--- config.mk ---
export PLATFORM = sky130hd
export DESIGN_NAME = pc_gen_flat
export DESIGN_NICKNAME = d
export VERILOG_FILES = /design/src/rtl/pc_gen_pkg.sv /design/src/rtl/pc_gen_if.sv /design/src/rtl/pc_redirect_buf.sv /design/src/rtl/pc_gen.sv /design/src/flat_wrapper.sv
export SDC_FILE = /design/constraint.sdc
export NUM_CORES = 1
export LEC_CHECK = 0
export ABC_CLOCK_PERIOD_IN_PS = 3400
export BUFFER_PORTS_ARGS = -buffer_cell sky130_fd_sc_hd__buf_4
export CAP_MARGIN = 20
export CORE_UTILIZATION = 25
export DETAILED_ROUTE_END_ITERATION = 7
export HOLD_SLACK_MARGIN = 0.15
export PLACE_DENSITY = 0.48
export SLEW_MARGIN = 10
export SYNTH_ARGS = -nofsm -noshare
export SYNTH_HDL_FRONTEND = slang
export SYNTH_HIERARCHICAL = 1
export SYNTH_SLANG_ARGS = --single-unit
export TNS_END_PERCENT = 10
--- constraint.sdc ---
create_clock -name clk -period 3.4 [get_ports clk]
set_input_delay 0.34 -clock clk [delete_from_list [all_inputs] [get_ports clk]]
set_output_delay 0.34 -clock clk [all_outputs]
set_load 0.005 [all_outputs]
--- src/rtl/pc_gen_pkg.sv ---
// pc_gen_pkg: shared constants and FSM state encoding for the fetch-address generator
package pc_gen_pkg;
  typedef enum logic [1:0] {PC_IDLE, PC_BOOT, PC_RUN} pc_state_e;
  localparam logic STOP         = 1'b1;
  localparam logic NO_STOP      = 1'b0;
  localparam logic BRANCH       = 1'b1;
  localparam logic CHIP_ENABLE  = 1'b1;
  localparam logic CHIP_DISABLE = 1'b0;
  localparam logic RST_ENABLE   = 1'b1;
  localparam int   INST_BYTES   = 4;
endpackage

--- src/rtl/pc_gen_if.sv ---
// pc_gen_if: instruction-memory request bus (valid/ready handshake plus fetch address)
interface pc_gen_if #(parameter int ADDR_W = 32);
  logic              ce;
  logic              if_valid;
  logic              if_ready;
  logic              misalign_o;
  logic [ADDR_W-1:0] pc;
  modport master (output ce, if_valid, pc, misalign_o, input if_ready);
  modport slave  (input ce, if_valid, pc, misalign_o, output if_ready);
endinterface

--- src/rtl/pc_redirect_buf.sv ---
// pc_redirect_buf: holds one branch redirect that could not be taken yet; load beats clear
module pc_redirect_buf #(
  parameter int ADDR_W = 32
) (
  input  logic              clk,
  input  logic              rst,
  input  logic              load,
  input  logic              clear,
  input  logic [ADDR_W-1:0] load_target,
  output logic              valid,
  output logic [ADDR_W-1:0] target
);
  always_ff @(posedge clk) begin
    if (rst) begin
      valid  <= 1'b0;
      target <= '0;
    end else if (load) begin
      valid  <= 1'b1;
      target <= load_target;
    end else if (clear) begin
      valid  <= 1'b0;
    end
  end
endmodule

--- src/rtl/pc_gen.sv ---
// pc_gen: IF-stage fetch PC generator with flush/branch redirect and pending-branch buffer.
// Optional PC_ALIGN_CHK_EN adds a registered misaligned-PC flag.
module pc_gen
  import pc_gen_pkg::*;
#(
  parameter int              ADDR_W     = 32,
  parameter logic [ADDR_W-1:0] RESET_PC = '0,
  parameter int              INST_BYTES = pc_gen_pkg::INST_BYTES,
  parameter int              STALL_W    = 6
) (
  input  logic               clk,
  input  logic               rst,
  input  logic [STALL_W-1:0] stall,
  input  logic               flush,
  input  logic [ADDR_W-1:0]  flush_pc,
  input  logic               branch_flag_i,
  input  logic [ADDR_W-1:0]  branch_target_address_i,
  pc_gen_if.master           imem
);
  pc_state_e         state, state_d;
  logic              ce, ce_d, adv, run, fl, br, ld, clr, pend_v;
  logic [ADDR_W-1:0] pc, pc_nx, pend_t;
  logic              unused_stall;
  assign unused_stall = ^stall;
  assign run = state == PC_RUN;
  assign adv = ce & (stall[0] == NO_STOP) & imem.if_ready;
  assign fl  = run & flush;
  assign br  = run & (branch_flag_i == BRANCH);
  always_comb begin
    state_d = state == PC_IDLE ? PC_BOOT : PC_RUN;
    ce_d    = CHIP_ENABLE;
  end
  always_comb begin
    pc_nx = fl         ? flush_pc
          : br & adv   ? branch_target_address_i
          : pend_v & adv ? pend_t
          : adv        ? pc + ADDR_W'(INST_BYTES)
          : pc;
    ld    = br & ~adv & ~fl;
    clr   = fl | (br & adv) | (pend_v & adv);
  end
  always_ff @(posedge clk) begin
    if (rst == RST_ENABLE) begin
      state <= PC_IDLE;
      ce    <= CHIP_DISABLE;
      pc    <= RESET_PC;
    end else begin
      state <= state_d;
      ce    <= ce_d;
      pc    <= pc_nx;
    end
  end
  pc_redirect_buf #(.ADDR_W(ADDR_W)) u_buf (
    .clk         (clk),
    .rst         (rst),
    .load        (ld),
    .clear       (clr),
    .load_target (branch_target_address_i),
    .valid       (pend_v),
    .target      (pend_t)
  );
`ifdef PC_ALIGN_CHK_EN
  logic mis_q;
  always_ff @(posedge clk) begin
    if (rst == RST_ENABLE) mis_q <= 1'b0;
    else mis_q <= (pc_nx % ADDR_W'(INST_BYTES)) != '0;
  end
  assign imem.misalign_o = mis_q & ce;
`else
  assign imem.misalign_o = 1'b0;
`endif
  assign imem.ce       = ce;
  assign imem.if_valid = ce;
  assign imem.pc       = pc;
endmodule

--- src/flat_wrapper.sv ---
// flat-port wrapper written by rule: the top's interface ports become plain ports
module pc_gen_flat import pc_gen_pkg::*;
#(
  parameter int              ADDR_W     = 32,
  parameter logic [ADDR_W-1:0] RESET_PC = '0,
  parameter int              INST_BYTES = pc_gen_pkg::INST_BYTES,
  parameter int              STALL_W    = 6
)
  (clk, rst, stall, flush, flush_pc, branch_flag_i, branch_target_address_i, imem_ce, imem_if_valid, imem_pc, imem_misalign_o, imem_if_ready);
  pc_gen_if #(.ADDR_W(ADDR_W)) imem_i ();
  input  logic clk;
  input  logic rst;
  input  logic [STALL_W-1:0] stall;
  input  logic flush;
  input  logic [ADDR_W-1:0] flush_pc;
  input  logic branch_flag_i;
  input  logic [ADDR_W-1:0] branch_target_address_i;
  output wire logic [$bits(imem_i.ce)-1:0] imem_ce;
  output wire logic [$bits(imem_i.if_valid)-1:0] imem_if_valid;
  output wire logic [$bits(imem_i.pc)-1:0] imem_pc;
  output wire logic [$bits(imem_i.misalign_o)-1:0] imem_misalign_o;
  input wire logic [$bits(imem_i.if_ready)-1:0] imem_if_ready;
  assign imem_ce = imem_i.ce;
  assign imem_if_valid = imem_i.if_valid;
  assign imem_pc = imem_i.pc;
  assign imem_misalign_o = imem_i.misalign_o;
  assign imem_i.if_ready = imem_if_ready;
  pc_gen #(.ADDR_W(ADDR_W), .RESET_PC(RESET_PC), .INST_BYTES(INST_BYTES), .STALL_W(STALL_W)) u_core (.clk(clk), .rst(rst), .stall(stall), .flush(flush), .flush_pc(flush_pc), .branch_flag_i(branch_flag_i), .branch_target_address_i(branch_target_address_i), .imem(imem_i));
endmodule
==> results.toml, run 1 <==
[worst_setup_path]
worstPathRequired_ns = 3.58
critPathKind = "reg -> reg"
start_kind = "flip-flop"
end_kind = "flip-flop"
worstPathMaxFanout = 16
worstPathArrival_ns = 2.64

[synth]
synth.distinct_cells = 70
netlist_area_mm2 = 0.00407
synth_edf_count = 0
synth_area_leaders = "dfxtp_1, mux2i_1, nor2_1"
postSynthAreaPerCell_um2 = 8.35
synthCells = 488
synth_top_area_cell = "dfxtp_1"
synth.top_cell.area_share_pct = 33.4
synth-seq-cells = 68
yosysSeqAreaShare_pct = 33.4
synth_flop_cell = "dfxtp_1"
yosysWarningCount = 6
synth_nets = 564
synth-async-reset-ratio_pct = 0

[pwr]
p_leak_nw = 2.07
vdd_ir_drop_max_v = 0.000224
p_clk_share_pct = 41.1
total_power_w = 0.00213
p_sw_w = 0.000584
swShare_pct = 27.4
seqPwrFrac_pct = 42.1
p_comb_share_pct = 16.8
power_density_mw_per_mm2 = 402
p_int_w = 0.00155

[routing]
drtIter0Drc = 283
wirelength_um = 15100
firstDrtPassIters = 5
wire_per_inst_um = 18.9
vias = 4137
ant_nets = 0
vias_per_cell = 5.18
drc = 0

[sta]
min_period_over_period_pct = 72.3
final.setup.worst_slack_ns = 0.942
finalHoldViolations = 0
setup_violations = 0
finClkSkew_ns = 0.00763
tns_ns = 0
post-route-min-period_ns = 2.46
tightest_slew_ns = 0.710
finalMaxSlewViolations = 0
max_slew_margin_pct = 52.7
clock.fmax_mhz = 407
rsz0062_at_grt = "no"

[place]
preCtsSetupSlack_ns = 0.950
portBuffers = 103
placed_cells = 783
dp_hpwl_um = 10500
gp_congestion = 0.808

[clocking]
ctsRootBufferMaster = "clkbuf_16"
post_cts_buffers = 0
cts_buffers = 9
cts_resized = 0
cts-htree-levels = 3
cts_tree = "yes"
clk_latency_ns = 0.33
cts_hold_buf = 0
path_clk_slew_ns = 0.06
clockBufferDepth = 2
clkSinkCount = 68

[final_layout]
num-nets-final = 654
fin_cells = 798
multi_input_area_mm2 = 0.00248
antenna_cells = 0
seq_area_mm2 = 0.00136
fillers = 1710
area_growth_pct = 30.0
drive_gt1_share_pct = 26.1

[global_routing]
grt_max_degree = 62
gr-usage-all-layers_pct = 18.3
grt_first_pass_wirelength_um = 23100
overflow = 0
grt_pass1_vias = 3994
antenna_found_initial = 0

[floorplanning]
die_x_um = 130
core_area_mm2 = 0.0159
io_pins = 110
die_h_um = 130
dieArea_mm2 = 0.0168
num_rows = 46
start_util_pct = 25.6

[hold_path]
hp-class = "in -> reg"

[run]
drv_cap = 0

[status]
status = "finished clean"
-- worst paths after layout --
path,start,end,slack [ns],cells after the start
worst max-delay path,u_core/imem.ce,u_core/imem.pc[26],0.94,5
worst min-delay path,flush_pc[6],u_core/imem.pc[6],0.24,3
worst max register to register,u_core/imem.ce,u_core/imem.pc[26],0.94,5
worst min register to register,u_core/u_buf/target[26],u_core/u_buf/target[26],0.49,2
-- cells in the final DEF (no fill, tap or decap), drive strengths merged, types with 3 or more instances in the layout --
cell type / n
buf: 117
dfxtp: 68
nor2: 60
nand2: 40
mux2i: 37
o21ai: 30
a21oi: 22
nand3: 22
nor3: 15
clkbuf: 13
xor2: 11
nand4: 11
a211oi: 10
and3: 10
a31oi: 8
xnor2: 7
o22ai: 7
nor4: 7
nand3b: 6
o211ai: 6
a221oi: 6
inv: 5
nand2b: 5
a2bb2oi: 5
a221o: 5
a211o: 4
a21o: 4
and3b: 3
a31o: 3
clkinv: 3
-- routing by layer --
metal	part of all wire, %	global-route usage [%]	up-vias
met1	47	24.4	1998
met5	0	0	-
met2	45	28.5	118
met3	4.8	3.72	22
met4	2.7	8.00	0
li1	-	-	1999
-- through the flow --
stage	instance area [um2]	utilization [%]	hold WS (ns)
2_1_floorplan	4070	-	0.451
3_3_place_gp	5030	31.6	0.465
3_5_place_dp	5030	31.6	0.478
4_1_cts	5300	33.3	0.225
5_1_grt	5300	33.3	0.234
6_report	5300	33.3	0.242
-- sequential cells by signal, summed over array words and instances, names as in the netlist --
register,cells
u_core/imem.ce,1
u_core/imem.pc,32
u_core/state,2
u_core/u_buf/target,32
u_core/u_buf/valid,1
-- cell families (layout without fill, tap and decap cells) --
family                   Yosys count  after routing  share of synthesized area (%)
AO/OA/AOI/OAI                    131            131                           22.3
XOR/XNOR                          18             18                           3.87
adder cells (fa/ha/maj)            1              1                          0.307
buffers and inverters             44            138                           5.84
flip-flops                        68             68                           33.4
multiplexers                      37             37                           9.09
other                              1              1                         0.0920
AND/OR/NAND/NOR                  188            188                           25.1
-- final cells by class --
class / count / area share [%]
flip-flops and latches: 68 / 25.7
well taps: 216 / 5.10
clock inverters: 2 / 0.189
repair buffers: 117 / 16.8
inverters: 6 / 0.425
multi-input cells: 376 / 46.9
clock buffers: 13 / 4.91
-- critical path, cell delays in order, from the launching register on --
cell and delay, ns:
dfxtp_1 0.42, and3b_1 0.63, nand2_1 0.48, nand2_1 0.47
a2bb2oi_1 0.24, a311oi_1 0.07
-- Yosys cell counts (7+ instances only) --
| cell | n |
|---|---|
| nand2_1 | 39 |
| a21oi_1 | 22 |
| nand3_1 | 19 |
| mux2i_1 | 37 |
| nor3_1 | 14 |
| a31oi_1 | 8 |
| nor2_1 | 60 |
| nand4_1 | 9 |
| a211oi_1 | 10 |
| clkbuf_1 | 22 |
| and3_1 | 9 |
| dfxtp_1 | 68 |
| xnor2_1 | 7 |
| o22ai_1 | 7 |
| buf_2 | 7 |
| o21ai_0 | 28 |
| xor2_1 | 11 |
-- power by group through the flow --
stage	clock network (W)	logic, W	registers, W
after floorplan	0	0.000198	0.000897
after global placement	0	0.000354	0.000913
after detailed placement	0	0.000357	0.000915
after CTS	0.000894	0.000360	0.000897
after global routing	0.000927	0.000387	0.000905
final	0.000875	0.000358	0.000897
(Power assumes the default switching activity.)
==> inputs of run 2 (changes only) <==
--- a/config.mk
+++ b/config.mk
@@ -5,7 +5,8 @@
 export SDC_FILE = /design/constraint.sdc
 export NUM_CORES = 1
 export LEC_CHECK = 0
-export ABC_CLOCK_PERIOD_IN_PS = 3400
+export ABC_AREA = 1
+export ABC_CLOCK_PERIOD_IN_PS = 2400
 export BUFFER_PORTS_ARGS = -buffer_cell sky130_fd_sc_hd__buf_4
 export CAP_MARGIN = 20
 export CORE_UTILIZATION = 25
==> constraint.sdc (replaced) <==
create_clock -name clk -period 2.4 [get_ports clk]
set_input_delay 0.24 -clock clk [delete_from_list [all_inputs] [get_ports clk]]
set_output_delay 0.24 -clock clk [all_outputs]
set_load 0.005 [all_outputs]
==> run 2 against run 1 <==
Against the previous run: sequential share of layout area decreased by 2.8 points; hold slack lost 0.083 ns; final cell count grew 38%; sequential power is 42% higher; clock skew about the same; via count up 19%; largest power group is now the clock network; cell area up 12%; highest routed layer unchanged; global-route usage fell by 0.56 points; flip-flop and latch count did not move.
==> results.toml, run 2 <==
[worst_setup_path]
r2r-start = "u_core/imem.pc[2]"
worstPathMaxFanout = 6
worstPathArrival_ns = 2.22
critPathKind = "reg -> reg"
end_kind = "flip-flop"
worst-r2r-cell-count = 9
worst_r2r_endpoint = "u_core/imem.pc[12]"
start_kind = "flip-flop"
ff2ff_setup_slack_ns = 0.46
worstPathRequired_ns = 2.67

[global_routing]
overflow = 0
antenna_found_initial = 0
top_usage_layer = "met2"
grt_first_pass_wirelength_um = 24600
gr-usage-all-layers_pct = 17.8
global_route.usage.met1_pct = 25.6
gr-usage-met2_pct = 27.3
grt_use_met3_pct = 2.70
grt_max_degree = 60
grt_pass1_vias = 4547

[pwr]
p_comb_share_pct = 16.5
p_clk_share_pct = 43.2
p_leak_nw = 2.79
seqPwrFrac_pct = 40.3
p_sw_w = 0.000846
power_density_mw_per_mm2 = 529
p_int_w = 0.00230
vdd_ir_drop_max_v = 0.000348
swShare_pct = 26.9

[synth]
synth_flop_cell = "dfxtp_1"
synth.distinct_cells = 36
netlist_area_mm2 = 0.00441
yosysWarningCount = 6
synth_common_cells = "nand2_1, nor2_1, o21ai_0"
synth_compound_area_share_pct = 14.3
synth.top_cell.area_share_pct = 30.9
synthAdderAreaFrac_pct = 0.284
synth_edf_count = 0
yosysSeqAreaShare_pct = 30.9
synth_area_leaders = "dfxtp_1, nand2_1, nor2_1"
postSynthAreaPerCell_um2 = 5.82
synth_xor_area_share_pct = 1.19
synth_top_family_by_area = "simple AND/OR/NAND/NOR gates"
synth_nets = 833
synth_top_area_cell = "dfxtp_1"
synth_simple_gate_area_share_pct = 42.3
synth-async-reset-ratio_pct = 0
synth.most_common_cell = "nand2_1"
synthMuxAreaShare_pct = 0
synth-seq-cells = 68
synthCells = 757

[place]
portBuffers = 103
placed_cells = 1058
gp_congestion = 0.833
dp_hpwl_um = 11600

[sta]
finClkSkew_ns = 0.00742
finalMaxSlewViolations = 0
clock.fmax_mhz = 515
tightest_slew_ns = 0.671
max_slew_margin_pct = 55.2
post-route-min-period_ns = 1.94
finalHoldViolations = 0
rsz0062_at_grt = "no"
tns_ns = 0
min_period_over_period_pct = 80.9
setup_violations = 0

[routing]
vias_per_cell = 4.47
ant_nets = 0
drtIter0Drc = 336
vias = 4922
wirelength_um = 15700
wire_per_inst_um = 14.3
firstDrtPassIters = 5
drc = 0

[run]
drv_cap = 0

[floorplanning]
num_rows = 48
io_pins = 110
die_x_um = 135
start_util_pct = 25.6
core_area_mm2 = 0.0172
die_h_um = 135
dieArea_mm2 = 0.0182

[clocking]
path_clk_slew_ns = 0.06
clockBufferDepth = 2
cts_resized = 0
cts-htree-levels = 3
cts_buffers = 9
clkSinkCount = 68
ctsRootBufferMaster = "clkbuf_16"
clk_latency_ns = 0.34
cts_tree = "yes"

[hold_path]
whs_endpoint = "u_core/u_buf/target[6]"
whs_path_depth = 3
hp-start = "branch_target_address_i[6]"
hp-class = "in -> reg"

[final_layout]
num-nets-final = 948
mostFrequentLayoutCell = "nand2_1"
reg_top3 = "u_core/imem.pc (32), u_core/u_buf/target (32), u_core/state (2)"
antenna_cells = 0
final_cell_mix = "nand2_1, nor2_1, buf_4, o21ai_0, inv_1"
fillers = 1930
area_growth_pct = 34.7
drive_gt1_share_pct = 17.7
fin_cells = 1102

[status]
status = "finished clean"
==> run 2: cell count changes after synthesis, sizes merged, moves of 13 or more <==
cell	delta
nor2	+103
o21ai	+47
mux2i	-37
nor3	-13
inv	+68
nand3	+30
nand2	+186
==> run 2: stage by stage <==
step	power, W	util [%]	cell area (um2)	worst slack, ns	hold WS (ns)
2_1_floorplan	0.00152	-	4410	0.770	0.309
3_3_place_gp	0.00177	31.1	5360	0.522	0.444
3_5_place_dp	0.00177	31.1	5360	0.490	0.445
4_1_cts	0.00318	34.5	5940	0.475	0.151
5_1_grt	0.00330	34.5	5940	0.238	0.174
6_report	0.00314	34.5	5940	0.458	0.159
==> run 2: worst max path at each step <==
stage | start | end | depth (start not counted) | slack [ns]
after floorplan | u_core/imem.ce | u_core/u_buf/target[0] | 9 | 0.77
after global placement | u_core/imem.pc[2] | u_core/imem.pc[12] | 9 | 0.52
after detailed placement | u_core/imem.pc[2] | u_core/imem.pc[12] | 9 | 0.49
after CTS | u_core/imem.pc[2] | u_core/imem.pc[12] | 9 | 0.47
after global routing | u_core/imem.pc[2] | u_core/imem.pc[20] | 10 | 0.24
final | u_core/imem.pc[2] | u_core/imem.pc[12] | 9 | 0.46
==> run 2: critical path: stages (launching register included) <==
cell,delay [ns]
dfxtp_1,0.48
ha_1,0.24
nand2_1,0.13
nor2_4,0.19
nand3_1,0.20
xnor2_1,0.27
o21ai_0,0.11
nand2_1,0.09
nand2_1,0.06
a21oi_1,0.11
==> run 2: cells by family after synthesis <==
kind of cell,count (synthesis)
compound gates,119
xor+xnor,6
fa+ha+maj,1
buf+inv,110
flops,68
other cells,1
simple gates,452
==> run 2: routing by layer <==
layer	routed length, um	share of wire [%]
met2	6990	44
met5	0	0
met1	8050	51
met3	531	3.4
met4	173	1.1
==> run 2: power by group through the flow <==
stage,logic [W],clock network (W),registers [W]
2_1_floorplan,0.000257,0,0.00127
6_report,0.000519,0.00136,0.00127
3_3_place_gp,0.000483,0,0.00129
5_1_grt,0.000582,0.00145,0.00127
4_1_cts,0.000520,0.00139,0.00127
3_5_place_dp,0.000483,0,0.00129
==> run 2: timing repair <==
item                                   in CTS  in global routing
setup buffers                               0                  0
hold buffers                               28                  0
endpoints found under the hold margin      28                  0
==> run 2: final cells by class <==
type,instances,area (um2),share of cell area [%]
well taps,225,282,4.74
flip-flops and latches,68,1360,22.9
inverters,74,278,4.68
repair buffers,140,1150,19.3
clock buffers,12,256,4.32
multi-input cells,579,2570,43.2
clock inverters,4,47.5,0.801
